<file path="src/rtl/mul16_mac.sv">
// Pipelined 16x16 unsigned multiply-accumulate with a valid/ready run protocol.
// Build option: define MUL16_MAC_SAT_EN to clamp acc at all-ones on overflow instead of wrapping.

module mul16 (
  input  logic [15:0] a,
  input  logic [15:0] b,
  output logic [31:0] product
);

  // Shift-add array: one partial product per multiplier bit.
  always_comb begin
    product = '0;
    for (int i = 0; i < 16; i++) begin
      if (b[i]) product = product + ({16'b0, a} << i);
    end
  end

endmodule

module mul16_mac (
  input  logic        clk,
  input  logic        reset_n,
  input  logic        in_valid,
  output logic        in_ready,
  input  logic [15:0] a,
  input  logic [15:0] b,
  input  logic        last,
  output logic        out_valid,
  input  logic        out_ready,
  output logic [35:0] acc,
  output logic        ovf
);

  typedef enum logic [1:0] {ACC, DRAIN, DONE} state_t;

  state_t      state, state_nxt;
  logic        accept;
  logic        done_take;

  logic [15:0] a_p0, b_p0;
  logic        last_p0, vld_p0;
  logic [31:0] prod_w;
  logic [31:0] prod_p1;
  logic        last_p1, vld_p1;
  logic [36:0] sum_w;
  logic [35:0] acc_nxt;

  // Raw 37-bit sum; bit 36 is the carry out of the accumulator.
  function automatic logic [36:0] acc_add(input logic [35:0] x, input logic [31:0] p);
    return {1'b0, x} + {5'b0, p};
  endfunction

  // On carry either clamp to all-ones or keep the wrapped value.
  function automatic logic [35:0] acc_limit(input logic [36:0] s);
`ifdef MUL16_MAC_SAT_EN
    return s[36] ? 36'hF_FFFF_FFFF : s[35:0];
`else
    return s[35:0];
`endif
  endfunction

  assign in_ready  = (state == ACC);
  assign out_valid = (state == DONE);
  assign accept    = in_valid && in_ready;
  assign done_take = (state == DONE) && out_ready;

  // S1: operand register
  always_ff @(posedge clk) begin
    if (!reset_n) vld_p0 <= 1'b0;
    else          vld_p0 <= accept;
  end

  always_ff @(posedge clk) begin
    if (accept) begin
      a_p0    <= a;
      b_p0    <= b;
      last_p0 <= last;
    end
  end

  mul16 u_mul (
    .a       (a_p0),
    .b       (b_p0),
    .product (prod_w)
  );

  // S2: product register
  always_ff @(posedge clk) begin
    if (!reset_n) vld_p1 <= 1'b0;
    else          vld_p1 <= vld_p0;
  end

  always_ff @(posedge clk) begin
    prod_p1 <= prod_w;
    last_p1 <= last_p0;
  end

  assign sum_w   = acc_add(acc, prod_p1);
  assign acc_nxt = acc_limit(sum_w);

  // S3: accumulator and sticky overflow
  always_ff @(posedge clk) begin
    if (!reset_n) begin
      acc <= '0;
      ovf <= 1'b0;
    end else if (done_take) begin
      acc <= '0;
      ovf <= 1'b0;
    end else if (vld_p1) begin
      acc <= acc_nxt;
      ovf <= ovf | sum_w[36];
    end
  end

  always_ff @(posedge clk) begin
    if (!reset_n) state <= ACC;
    else          state <= state_nxt;
  end

  always_comb begin
    state_nxt = state;
    unique case (state)
      ACC:     if (accept && last)   state_nxt = DRAIN;
      DRAIN:   if (vld_p1 && last_p1) state_nxt = DONE;
      DONE:    if (out_ready)        state_nxt = ACC;
      default:                       state_nxt = ACC;
    endcase
  end

endmodule

</file>
<file path="config.mk">
export PLATFORM = sky130hd
export DESIGN_NAME = mul16_mac
export DESIGN_NICKNAME = d
export VERILOG_FILES = /design/src/rtl/mul16_mac.sv
export SDC_FILE = /design/constraint.sdc
export NUM_CORES = 1
export LEC_CHECK = 0
export ABC_AREA = 1
export CORE_MARGIN = 10
export CORE_UTILIZATION = 69
export DETAILED_ROUTE_END_ITERATION = 7
export GPL_TIMING_DRIVEN = 0
export PLACE_DENSITY = 0.89
export SLEW_MARGIN = 20
export SYNTH_ARGS = -nofsm -noshare
export SYNTH_HDL_FRONTEND = slang
export SYNTH_SLANG_ARGS = --single-unit
</file>
<file path="constraint.sdc">
create_clock -name clk -period 47.8 [get_ports clk]
set_input_delay 7.17 -clock clk [delete_from_list [all_inputs] [get_ports clk]]
set_output_delay 7.17 -clock clk [all_outputs]
set_load 0.01 [all_outputs]
</file>
==> impl_metrics.env <==
export IMPL_wire_per_inst_um=16.18
export IMPL_dp_cells=3375
export IMPL_antenna_found_initial=0
export IMPL_setup_tns_final_ns=0
export IMPL_synth_edf_count=33
export IMPL_synth_top_area_share_pct=19.19
export IMPL_grt_pass1_vias=18950
export IMPL_end_kind="flop"
export IMPL_finalHoldViolCount=0
export IMPL_yosysUniqueCellTypes=61
export IMPL_h_tree_depth=3
export IMPL_critical_path_buf_inv_count=10
export IMPL_synth_seq_cells=107
export IMPL_critPathKind="reg2reg"
export IMPL_syn_avg_cell_area_um2=6.339
export IMPL_period_share_pct=42.00
export IMPL_critPathMaxStageDelay_ns=1.14
export IMPL_nets=3387
export IMPL_cp_max_fo=16
export IMPL_drv_cap=0
export IMPL_critical_path_arrival_ns=20.34
export IMPL_rsz0062_at_grt="no"
export IMPL_clock_latency_ns=0.39
export IMPL_synth_top_cells_by_count="730 x nand2_1, 339 x inv_1, 287 x ha_1, 264 x nand3_1, 263 x a21oi_1"
export IMPL_drtIter0Drc=1929
export IMPL_ctsRootBufferMaster="clkbuf_16"
export IMPL_dp_hpwl_mm=44.36
export IMPL_fin_worst_skew_ns=0.02825
export IMPL_cts_setup_buffers=0
export IMPL_hold_depth=0
export IMPL_cts_hold_buf=0
export IMPL_place_congestion=0.9577
export IMPL_worstMarginPinSlew_ns=1.208
export IMPL_outcome="finished, final reports clean"
export IMPL_fp_coreArea_um2=26800
export IMPL_finalMaxSlewViolations=0
export IMPL_drt_wl_total_mm=54.89
export IMPL_die_x_um=184.7
export IMPL_synth_most_common_cell="nand2_1"
export IMPL_drc=0
export IMPL_drive_gt1_share_pct=6.717
export IMPL_port_buffers=75
export IMPL_ys_warnings_count=0
export IMPL_required_ns=48.07
export IMPL_syn_area_um2=18710
export IMPL_fmax_ghz=0.04981
export IMPL_dieArea_um2=34110
export IMPL_reg2regPathDepth=115
export IMPL_antennaDiodeCount=0
export IMPL_clock_path_buffers=2
export IMPL_hp_class="reg2reg"
export IMPL_holdWs_ns=0.3630
export IMPL_synthTopCellsByArea="ha_1 19%, nand2_1 15%, dfxtp_1 7.9%, nand3_1 7.1%, a21oi_1 7.0%"
export IMPL_cts_tree="done"
export IMPL_cp_slowest_cell="edfxtp_1"
export IMPL_cts_repair_resized=0
export IMPL_layoutNonFillerInstCount=3393
export IMPL_critPathMostFrequentCell="nand2_1"
export IMPL_clock_sinks=107
export IMPL_seq_area_frac_synth_pct=13.21
export IMPL_finalCriticalPeriod_ns=20.08
export IMPL_slew_headroom_pct=19.50
export IMPL_grt_pass1_wl_mm=90.39
export IMPL_synth_main_ff_cell="dfxtp_1"
export IMPL_crit_cells=115
export IMPL_synthArstFlopShare_pct=0
export IMPL_drtAntennaViolNets=0
export IMPL_rows=60
export IMPL_grt_usage_pct=31.85
export IMPL_dr_pass1_iters=6
export IMPL_netlist_instances=2952
export IMPL_area_delta_synth_final_pct=8.960
export IMPL_setup_viol=0
export IMPL_grt_max_degree=21
export IMPL_drt_vias_per_instance=5.927
export IMPL_start_kind="flop"
export IMPL_crit_family="simple AND/OR/NAND/NOR gates"
export IMPL_die_y_um=184.7
export IMPL_clk_pin_slew_worst_paths_ns=0.09
export IMPL_cts_inserted_buffers=9
export IMPL_vias=20110
export IMPL_grt_overflow_total=0
export IMPL_io_pin_count=76
export IMPL_synth_top_cell_by_area="ha_1"
export IMPL_start_util_pct=69.82
export IMPL_syn_nets=3292
export IMPL_n_fill_cell=2193
## flip-flops by register name, summed over array words and instances (netlist names)
register	cells
prod_p1	32
last_p1	1
vld_p0	1
vld_p1	1
a_p0	16
last_p0	1
b_p0	16
acc	36
ovf	1
state	2
## final cells by class
cell class / count / area, um2 / area share (%)
Buffer: 56 / 292.8 / 1.436
Clock buffer: 10 / 239.0 / 1.172
Clock inverter: 6 / 67.56 / 0.3314
Sequential cell: 107 / 2472 / 12.13
Inverter: 353 / 1325 / 6.499
Timing Repair Buffer: 84 / 935.9 / 4.590
Tap cell: 341 / 426.7 / 2.093
Multi-Input combinational cell: 2436 / 14630 / 71.75
## per-stage QoR
stage                     util, %  setup slack, ns  cell area [um2]
after detailed placement    74.82            28.21            20050
after global routing        76.08            26.02            20390
after CTS                   75.97            28.15            20360
after global placement      74.22            28.68            19890
final                       76.08            27.72            20390
after floorplan                 -            30.71            18710
## final timing paths
check,startpoint,endpoint,slack [ns]
worst max-delay path,a_p0[7],prod_p1[30],27.72
worst min-delay path,last_p0,last_p1,0.36
worst max register to register,a_p0[7],prod_p1[30],27.72
worst min register to register,last_p0,last_p1,0.36
## kinds of logic after synthesis
logic type / count (synthesis) / share of synthesized area, %
flip-flops: 107 / 13.21
XOR/XNOR: 129 / 6.038
AO/OA/AOI/OAI: 605 / 18.70
buffers and inverters: 409 / 8.645
adder cells (fa/ha/maj): 303 / 20.90
AND/OR/NAND/NOR: 1399 / 32.50
## metal layers
layer  track usage, %  up-vias  wire length [um]
li1                 -    10030                 -
met1            41.17     9097             23970
met2            52.67      842             24290
met3            3.662      139              4493
met4            13.00        0              2123
met5                0        -                 0
## worst reg2reg max path, delay by kind of cell, from the launching register on
kind            cells  cell delay, ns
simple gates       53            6.85
compound gates     28            5.19
fa+ha+maj          15            4.80
xor+xnor            9            1.39
flops               1            1.14
buf+inv            10            0.62
## cell usage in the layout, fill, tap and decap left out, types with 6 or more instances in the layout
cell type,n
dfxtp_1,74
fa_1,16
o21a_1,7
xnor2_1,45
o21ai_1,41
nand4_1,13
inv_2,9
a21boi_0,6
a21oi_1,263
nor3_1,21
and2_1,52
nand3_1,264
a31oi_1,18
buf_4,7
o21ai_2,39
clkbuf_1,28
ha_1,287
inv_1,339
edfxtp_1,33
a21oi_2,7
a21o_1,13
clkbuf_16,9
nor2_1,224
o21ai_0,154
nand3_2,13
nand3b_1,6
nand2_2,31
or2_2,32
xor2_1,84
buf_2,17
clkdlybuf4s50_1,75
nand2_1,730
o21bai_1,22
Power is left out: the tool's default activity adds up to more than one toggle a clock period on the data nets, which glitch-free logic cannot reach.
